### src/rtl/pwm_regs_pkg.sv
// pwm_regs_pkg
// Shared constants for the PWM timer register file. Each of the three channels
// owns four consecutive 16-bit words: ctrl, period, divisor and duty cycle.
// reg_index() gives the flat register index of a word within a channel.
package pwm_regs_pkg;

  localparam int REG_CTRL    = 0;
  localparam int REG_PERIOD  = 1;
  localparam int REG_DIVISOR = 2;
  localparam int REG_DC      = 3;

  localparam int REGS_PER_CH = 4;
  localparam int NUM_CH      = 3;

  localparam int MEM_WIDTH_DEF = 16;
  localparam int MEM_DEPTH_DEF = REGS_PER_CH * NUM_CH;
  localparam int ADR_WIDTH_DEF = 16;

  function automatic int reg_index(input int ch, input int word);
    return ch * REGS_PER_CH + word;
  endfunction

endpackage

### src/rtl/wb_regfile.sv
// wb_regfile
// mem_depth x mem_width register array with synchronous active-high reset,
// one write port, one registered read port and a flat image of all words.
// Ports:
//   clk_i      clock, rising edge
//   rst_i      synchronous active-high reset (clears array and read data)
//   we_i       write enable, qualified by the caller
//   re_i       read enable, qualified by the caller
//   idx_i      register index for both ports
//   wdata_i    write data
//   rdata_o    registered read data, holds when re_i is low
//   regs_o     flat image, word k at [k*mem_width +: mem_width]
module wb_regfile
  import pwm_regs_pkg::*;
#(
  parameter int mem_width = MEM_WIDTH_DEF,
  parameter int mem_depth = MEM_DEPTH_DEF,
  parameter int idx_width = $clog2(mem_depth)
) (
  input  logic                           clk_i,
  input  logic                           rst_i,
  input  logic                           we_i,
  input  logic                           re_i,
  input  logic [idx_width-1:0]           idx_i,
  input  logic [mem_width-1:0]           wdata_i,
  output logic [mem_width-1:0]           rdata_o,
  output logic [mem_width*mem_depth-1:0] regs_o
);

  logic [mem_width-1:0] mem_q [mem_depth];
  logic [mem_width-1:0] rdata_q;

  // The read samples the array before any same-edge write lands.
  always_ff @(posedge clk_i) begin
    if (rst_i) begin
      for (int i = 0; i < mem_depth; i++) mem_q[i] <= '0;
      rdata_q <= '0;
    end else begin
      if (we_i) mem_q[idx_i] <= wdata_i;
      if (re_i) rdata_q <= mem_q[idx_i];
    end
  end

  for (genvar k = 0; k < mem_depth; k++) begin : g_flat
    assign regs_o[k*mem_width +: mem_width] = mem_q[k];
  end

  assign rdata_o = rdata_q;

endmodule

### src/rtl/wb_slave.sv
// wb_slave
// Wishbone classic slave in front of the PWM timer register file. Every clock
// with cyc&stb and an in-range address is one transfer, acknowledged on the
// following cycle with no wait states. The PWM core sees all registers at once
// through o_regs.
// Optional feature macro: WB_SLAVE_ERR_EN adds o_wb_err, which flags requests
// to out-of-range addresses one cycle later instead of leaving them unanswered.
// Ports:
//   i_wb_clk   clock, rising edge
//   i_wb_rst   synchronous active-high reset
//   i_wb_cyc   bus cycle valid
//   i_wb_stb   transfer strobe
//   i_wb_we    1 = write, 0 = read
//   i_wb_adr   word address
//   i_wb_data  write data
//   o_wb_ack   registered acknowledge
//   o_wb_data  registered read data
//   o_regs     flat register image, reg k at [k*mem_width +: mem_width]
//   o_wb_err   registered error (WB_SLAVE_ERR_EN only)
module wb_slave
  import pwm_regs_pkg::*;
#(
  parameter int mem_width = MEM_WIDTH_DEF,
  parameter int mem_depth = MEM_DEPTH_DEF,
  parameter int adr_width = ADR_WIDTH_DEF
) (
  input  logic                           i_wb_clk,
  input  logic                           i_wb_rst,
  input  logic                           i_wb_cyc,
  input  logic                           i_wb_stb,
  input  logic                           i_wb_we,
  input  logic [adr_width-1:0]           i_wb_adr,
  input  logic [mem_width-1:0]           i_wb_data,
  output logic                           o_wb_ack,
  output logic [mem_width-1:0]           o_wb_data,
  output logic [mem_width*mem_depth-1:0] o_regs
`ifdef WB_SLAVE_ERR_EN
  ,
  output logic                           o_wb_err
`endif
);

  localparam int IDX_W = $clog2(mem_depth);

  logic req;
  logic in_range;
  logic valid;
  logic ack_d, ack_q;

  // Full-width compare so high address bits never alias onto the array.
  assign req      = i_wb_cyc & i_wb_stb;
  assign in_range = i_wb_adr < adr_width'(mem_depth);
  assign valid    = req & in_range;
  assign ack_d    = valid;

  always_ff @(posedge i_wb_clk) begin
    if (i_wb_rst) ack_q <= 1'b0;
    else          ack_q <= ack_d;
  end

  assign o_wb_ack = ack_q;

`ifdef WB_SLAVE_ERR_EN
  logic err_d, err_q;

  assign err_d = req & ~in_range;

  always_ff @(posedge i_wb_clk) begin
    if (i_wb_rst) err_q <= 1'b0;
    else          err_q <= err_d;
  end

  assign o_wb_err = err_q;
`endif

  wb_regfile #(
    .mem_width (mem_width),
    .mem_depth (mem_depth),
    .idx_width (IDX_W)
  ) u_regfile (
    .clk_i   (i_wb_clk),
    .rst_i   (i_wb_rst),
    .we_i    (valid & i_wb_we),
    .re_i    (valid & ~i_wb_we),
    .idx_i   (i_wb_adr[IDX_W-1:0]),
    .wdata_i (i_wb_data),
    .rdata_o (o_wb_data),
    .regs_o  (o_regs)
  );

endmodule

### config.mk
export PLATFORM = sky130hd
export DESIGN_NAME = wb_slave
export DESIGN_NICKNAME = d
export VERILOG_FILES = /design/src/rtl/pwm_regs_pkg.sv /design/src/rtl/wb_regfile.sv /design/src/rtl/wb_slave.sv
export SDC_FILE = /design/constraint.sdc
export NUM_CORES = 1
export LEC_CHECK = 0
export CORE_ASPECT_RATIO = 0.8
export CORE_MARGIN = 1
export CORE_UTILIZATION = 55
export DETAILED_ROUTE_END_ITERATION = 8
export PLACE_DENSITY = 0.84
export SYNTH_ARGS = -nofsm -noshare
export SYNTH_HDL_FRONTEND = slang
export SYNTH_SLANG_ARGS = --single-unit
### constraint.sdc
create_clock -name i_wb_clk -period 6.3 [get_ports i_wb_clk]
set_input_delay 0.63 -clock i_wb_clk [delete_from_list [all_inputs] [get_ports i_wb_clk]]
set_output_delay 0.63 -clock i_wb_clk [all_outputs]
set_load 0.005 [all_outputs]
After elaboration in Yosys (flattened, before gate mapping) --
Memories as Yosys holds them, arrays and structs flattened. A register that Yosys moved wholly into a read port is not among the register bits. Cells that the tools add are included.
Operators by class: bitwise operators 5, reduce and logical (&&, ||, !) cells 1, muxes and demuxes 8, order comparisons 1
Operators with widths (number):
- 16-bit by 4-bit < comparator with 1-bit output (second input constant) | 1
- 16-bit two-way mux | 1
- 16-bit OR reduction | 1
- 1-bit two-way mux | 6
- 1-bit bitwise AND | 4
- 4-bit two-way mux | 1
- 1-bit inverter | 1
Storage, ports and cells: logic and storage cells 17, memory bits (writable) 192, bits in registers 1, output and inout bits 209, memories kept 1
Memories:
- u_regfile.mem_q | depth 12, bits a word 16, rd ports 13, clocked after Yosys merged registers in 1, write ports 12, RTL line wb_regfile.sv:30 | logic [mem_width-1:0] mem_q [mem_depth];

Depth between registers and ports, before layout --
Gate-level depths: netlist of the first run.
depth after elaboration 8, gate-level depth with buffers 7, gate-level depth less buffers 4

Modules after synthesis --
Synthesis of the first run repeated with hierarchy kept, for this count alone.
Unflattened totals: cell total of the unflattened synthesis 737, area, all modules 11870.1 um2
Modules (own cells, without submodules):
- wb_regfile | sequential area each 8007.7 um2, cells an instance 726, area each 11787.6 um2, instances 1
- wb_slave | sequential area each 20.0 um2, cells an instance 11, area each 82.6 um2, instances 1

Least setup slack after synthesis of the first run --
OpenSTA, ideal clock, no wires.
path kind input -> register, from input port i_wb_adr[13], to memory u_regfile.mem_q[10][0] (netlist bit) (enable), stages on the path 7, data arrival time 3.060 ns, buffers on the path 3, library setup time 0.414 ns, path slack 2.826 ns, cell sequence nor4_1 -> and4_1 -> buf_4 -> nand4_4 -> buf_6 -> buf_4 -> o31ai_1
RTL lines:
- start, declared | RTL line wb_slave.sv:32 | input logic [adr_width-1:0] i_wb_adr,
- end, declared | RTL line wb_regfile.sv:30

==> results of run 1 <==
-- cells in the mapped netlist --
cell / count / area, µm²
conb_1: 1 / 3.75
clkinv_1: 1 / 3.75
nor4_1: 45 / 282
a22o_1: 18 / 158
nor2b_1: 4 / 25.0
o31ai_1: 9 / 67.6
nor4_2: 52 / 651
mux4_2: 57 / 1280
or4_1: 1 / 7.51
nor2_1: 10 / 37.5
buf_4: 2 / 15.0
or2_2: 2 / 12.5
a31oi_1: 7 / 43.8
nand4_1: 2 / 12.5
nor3_1: 97 / 485
mux2i_1: 7 / 70.1
nand4_4: 1 / 21.3
edfxtp_1: 228 / 6850
a2bb2oi_1: 7 / 61.3
buf_6: 7 / 78.8
nor4_4: 1 / 21.3
inv_1: 17 / 63.8
nor3_2: 1 / 10.0
o22ai_1: 9 / 56.3
dfxtp_1: 17 / 340
clkbuf_1: 47 / 176
and2_1: 1 / 6.26
nor4b_2: 1 / 15.0
o21ai_0: 3 / 15.0
nand2_1: 46 / 173
buf_1: 8 / 30.0
buf_2: 21 / 105
and4_1: 1 / 8.76
a211oi_1: 7 / 52.6
nand2b_1: 3 / 18.8
-- worst reg2reg max path, cell delays in order, from the launching register on --
cell and delay [ps]:
edfxtp_1 460, mux4_2 560, a22o_1 270, nor2_1 270, o22ai_1 140
-- cell type report --
cell class,count,area [µm²]
tap,264,330
inverter,18,67.6
clock buffer,29,661
timing repair buffer,272,2650
clock inverter,14,119
sequential,245,7190
antenna,1,2.50
multi-input combinational,428,3790
fill,1225,5110
-- cells by family (layout without fill, tap and decap cells) --
kind of cell           Yosys count  count (layout)  share of synthesized area
buffers and inverters          103             333                     0.0420
AO/OA/AOI/OAI                   60              60                     0.0403
AND/OR/NAND/NOR                268             268                      0.159
multiplexers                    64              64                      0.120
flip-flops                     245             245                      0.638
other                            1              37                   0.000333
-- worst max-delay path by stage --
stage | from | to | slack [ps] | cells after the start
floorplan | i_wb_adr[13] | u_regfile.mem_q[10][0] | 2830 | 7
global placement | i_wb_adr[3] | u_regfile.mem_q[5][9] | 2100 | 5
detailed placement | i_wb_adr[3] | u_regfile.mem_q[5][11] | 1940 | 5
CTS | i_wb_adr[3] | u_regfile.mem_q[5][11] | 2470 | 5
global route | i_wb_adr[3] | u_regfile.mem_q[7][7] | 2510 | 7
finish | i_wb_adr[3] | u_regfile.mem_q[7][11] | 2620 | 7
-- sequential cells by signal, summed over array words and instances, names as in the netlist --
register / cells
o_wb_ack: 1
u_regfile.mem_q: 228
u_regfile.rdata_o: 16
-- per-layer routing --
metal  share of wire  global-route usage  up-vias
met4           0.036               0.114        2
met3            0.15              0.0912      105
met5         0.00031                   0        -
met2            0.46               0.543      807
li1                -                   -     3460
met1            0.35               0.466     4219
-- power groups by stage --
stage	logic [mW]	registers, mW	clock network, mW
final	0.461	1.92	1.45
after global placement	0.440	1.95	0
after global routing	0.479	1.92	1.50
after floorplan	0.193	1.93	0
after CTS	0.453	1.92	1.43
after detailed placement	0.448	1.95	0
==> results.md, run 1 <==
* Status: complete, no violations
* R2R depth at 4
* Average size of a mapped cell at around 15 µm²
* Initial Util at 0.565
* Placement Setup Slack at about 1900 ps
* Clk root buf: clkbuf_16
* Post-DRT Antenna Nets at 0
* Clock network fraction of total power at 0.379
* Die area at approximately 21000 µm²
* Input/output buffers at roughly 250
* Seq/Total Area, Yosys at 0.638
* Final worst-path cycle share at 0.583
* TritonCTS clock tree: yes
* Max IR drop VDD at roughly 0.15 mV
* Maxcap violations at 0
* Net Sw Frac at 0.241
* Pwr Total at about 3.8 mW
* Final setup margin at roughly 2600 ps
* Vias in the first global route at 8144
* Slew HR at 0.341
* H-tree levels at 1
* Combinational fraction of design power at 0.120
* Top cell by count, worst path: buf_4
* Hold Path Depth at 2
* Hold Crit Endpoint: u_regfile.rdata_o[11]
* CP cell instances: clkdlybuf4s50_1 > nand2_1 > and4_1 > nand4_4 > buf_4 > o31ai_2 > buf_4
* Clock Skew at between 10 and 15 ps
* #FFs+latches synth at between 200 and 250
* Sum Neg Setup Slack at 0 ps
* Number of I/O pins at between 200 and 250
* GP Congestion at approximately 0.89
* Dpl hpwl at 24800 µm
* Synth Cell Area at ~11000 µm²
* Critical path arrival at 3880 ps
* GRT Total Usage at 0.342
* Critical path type: primary input to register
* Final Core Density at 0.744
* Most common cell after layout, fill and taps aside: clkdlybuf4s50_1
* Gate Count Post-Synth at 741
* Lkg Pwr at 4.65 nW
* Dpl cell area at around 14000 µm²
* First-pass GRT wire length at ~52000 µm
* Ys Warns at 0
* Hold Buf Count CTS at 0
* Net Sw Power at 922 µW
* Fraction of layout cells with a size suffix above 1 at 0.194
* WP buf/inv at 3
* Final Non-Filler Cells at about 1300
* Crit path largest cell delay at roughly 840 ps
* Clock-pin slew on the worst setup and hold paths at around 60 ps
* Vert. Die Dim at around 130 µm
* Clock latency on the worst-skew pair at roughly 530 ps
* Terminus of the critical flop-to-flop path: u_regfile.rdata_o[7]
* Hold_ws at 477 ps
* Routed WL per cell at 28.1 µm
* Largest net degree at the start of global routing at 48
* Most frequent cells in the layout: clkdlybuf4s50_1 (243), edfxtp_1 (228), nor3_1 (97), mux4_2 (57), nor4_2 (52)
* WP data required at around 6500 ps
* PD cells at 258 nW/µm²
* Worst R2R Setup Slack at 4450 ps
* GR Overflow Total at 0
* Initial DRT Pass Iterations at 7
* CTS sink count at 245
* Final hold violations at 0
* Vias per cell at just under 7
* Worst r2r src: u_regfile.mem_q[1][7]
* Crit path time final at 3680 ps
* # setup viols final at 0
* Iteration-0 DRC count of the detailed router at ~1400
* Syn-to-layout area delta at 31.5%
* Top delay family on crit path: buffers and inverters
* Least-Margin Pin Slew at 985 ps
* CP endpoint kind: register
* Clk buf depth at 3
* Initial antenna violation count at 2
* Nets at 1026
* Die W at 162 µm
* Routed wire length at about 36000 µm
* Post-route DRC violation count at 0
* Worst Path Max Fanout at 42
* Critical hold path startpoint: u_regfile.rdata_o[11]
* Int Pwr at ~2.9 mW
* Hold Path Class: register to register
* Row Count at 46
* Placed Instances at 1227
* Worst setup SP type: primary input
* RSZ-0062 raised after global routing: no
* CP max-delay cell: clkdlybuf4s50_1
* Post-CTS Resized at 0
* # Post-CTS Setup Buffers at 0
* Seq pwr share at 0.501
* Design area at roughly 15000 µm²
* TritonCTS Buffers at 24
* Fmax at about 270 MHz
* Distinct cells, synth at 35
* Vias at between 8000 and 9000
* Slew Limit Fails at 0
* Core Footprint at about 20000 µm²
(Power assumes the default switching activity.)
==> inputs of run 2 (changes only) <==
Settings changed: CORE_UTILIZATION 55 to 46, PLACE_DENSITY 0.84 to 0.75.
Clock period 6.3 ns to 3.1 ns, I/O delays scaled along.
==> run 2 against run 1 <==
Sequential share of layout area fell by 1.1 points. Total power rose by 110%. Register-to-register slack got worse by 3200 ps. Global-route usage fell by 5.3 points. Sequential cell count did not move.
==> results.md, run 2 (synthesis gave the netlist of run 1 again) <==
* Initial Util at 0.475
* Final worst-path cycle share at 0.710
* H-tree levels at 1
* Most frequent cells in the layout: clkdlybuf4s50_1 (243), edfxtp_1 (228), nor3_1 (97), mux4_2 (57), nor4_2 (52)
* Dpl hpwl at 26600 µm
* Post-DRT Antenna Nets at 0
* Status: complete, no violations
* Ant diodes at 0
* Crit path time final at 2200 ps
* Maxcap violations at 0
* TritonCTS Buffers at 25
* Worst setup SP type: primary input
* Slew HR at 0.570
* Dpl cell area at between 10000 and 15000 µm²
* GP Congestion at 0.913
* Row Count at 50
* Clk buf depth at 3
* Vert. Die Dim at 142 µm
* Nets at about 1100
* GR Overflow Total at 0
* CTS sink count at around 250
* PD cells at around 520 nW/µm²
* # setup viols final at 0
* Die area at between 20000 and 30000 µm²
* Final hold violations at 0
* Post-route DRC violation count at 0
* Worst Path Max Fanout at 44
* Fillers at approximately 1700
* Max reg flops at about 230
* Max IR drop VDD at 0.402 mV
* Clock-pin slew on the worst setup and hold paths at about 60 ps
* Clock latency on the worst-skew pair at 520 ps
* Critical path type: primary input to register
* CP endpoint kind: register
* Vias per cell at roughly 6.3
* Least-Margin Pin Slew at around 640 ps
* Die W at about 180 µm
* Critical path arrival at around 2400 ps
* Largest Register: u_regfile.mem_q
* RSZ-0062 raised after global routing: no
* Initial antenna violation count at 0
* Post-CTS Resized at 0
* WP data required at about 3300 ps
* Input/output buffers at around 250
* Vias in the first global route at between 8000 and 9000
* Routed WL per cell at ~27 µm
* Syn-to-layout area delta at 34.5%
* Clk root buf: clkbuf_16
* Clock Skew at between 10 and 15 ps
* Fraction of layout cells with a size suffix above 1 at 0.210
* # Post-CTS Setup Buffers at 0
* Hold_ws at roughly 480 ps
* Design area at 15100 µm²
* Slew Limit Fails at 0
* Largest net degree at the start of global routing at 65
* Vias at between 8000 and 9000
* GRT Total Usage at 0.289
* Fmax at about 450 MHz
* Lkg Pwr at 4.82 nW
* Core Footprint at between 20000 and 25000 µm²
* Most common cell after layout, fill and taps aside: clkdlybuf4s50_1
* TritonCTS clock tree: yes
* Initial DRT Pass Iterations at 5
* Routed wire length at approximately 36000 µm
* First-pass GRT wire length at 52300 µm
* Hold Path Class: register to register
* Iteration-0 DRC count of the detailed router at 1140
* Number of I/O pins at ~250
* Hold Buf Count CTS at 0
[run 2: through the flow]
step | setup TNS (ps) | power, mW | utilization | setup slack, ps | std cells
final | 0 | 7.90 | 0.639 | 898 | 1345
after global routing | 0 | 8.08 | 0.639 | 792 | 1345
after CTS | 0 | 7.90 | 0.639 | 930 | 1345
after detailed placement | 0 | 4.91 | 0.605 | 405 | 1302
after global placement | 0 | 4.89 | 0.605 | 437 | 1302
after floorplan | -3520 | 4.32 | - | -27.6 | 776
[run 2: per-layer routing]
layer  vias to the layer above  wire (µm)  track usage
li1                       3524          -            -
met1                      4186      13900        0.408
met2                       675      16600        0.449
met3                        58       4740       0.0689
met4                         0        991       0.0780
met5                         -          0            0
[run 2: area by class of cell]
class                           count  area [µm²]  share of cell area
Clock buffer                       32         652              0.0430
Clock inverter                     11         151              0.0100
Inverter                           18        67.6             0.00446
Multi-Input combinational cell    428        3780               0.250
Sequential cell                   245        7190               0.475
Tap cell                          312         390              0.0258
Timing Repair Buffer              299        2910               0.192
[run 2: power breakdown]
| group | total [mW] | switching, mW | internal [mW] |
|---|---|---|---|
| Clock | 3.04 | 1.23 | 1.81 |
| Combinational | 0.962 | 0.498 | 0.464 |
| Sequential | 3.90 | 0.119 | 3.78 |
[run 2: worst max-delay path, stage by stage]
cell             delay [ps]
clkdlybuf4s50_1         410
nor4_1                  330
and4_1                  330
nand4_4                 170
buf_12                  220
o31ai_2                 290
buf_4                   310
[run 2: path summary, 6_finish.rpt]
| path | slack, ps | from | end | cells past startpoint |
|---|---|---|---|---|
| worst max-delay path | 900 | i_wb_adr[10] | u_regfile.mem_q[3][2] | 7 |
| worst min-delay path | 480 | u_regfile.rdata_o[12] | u_regfile.rdata_o[12] | 2 |
| worst max register to register | 1260 | u_regfile.mem_q[1][5] | u_regfile.rdata_o[5] | 4 |
| worst min register to register | 480 | u_regfile.rdata_o[12] | u_regfile.rdata_o[12] | 2 |
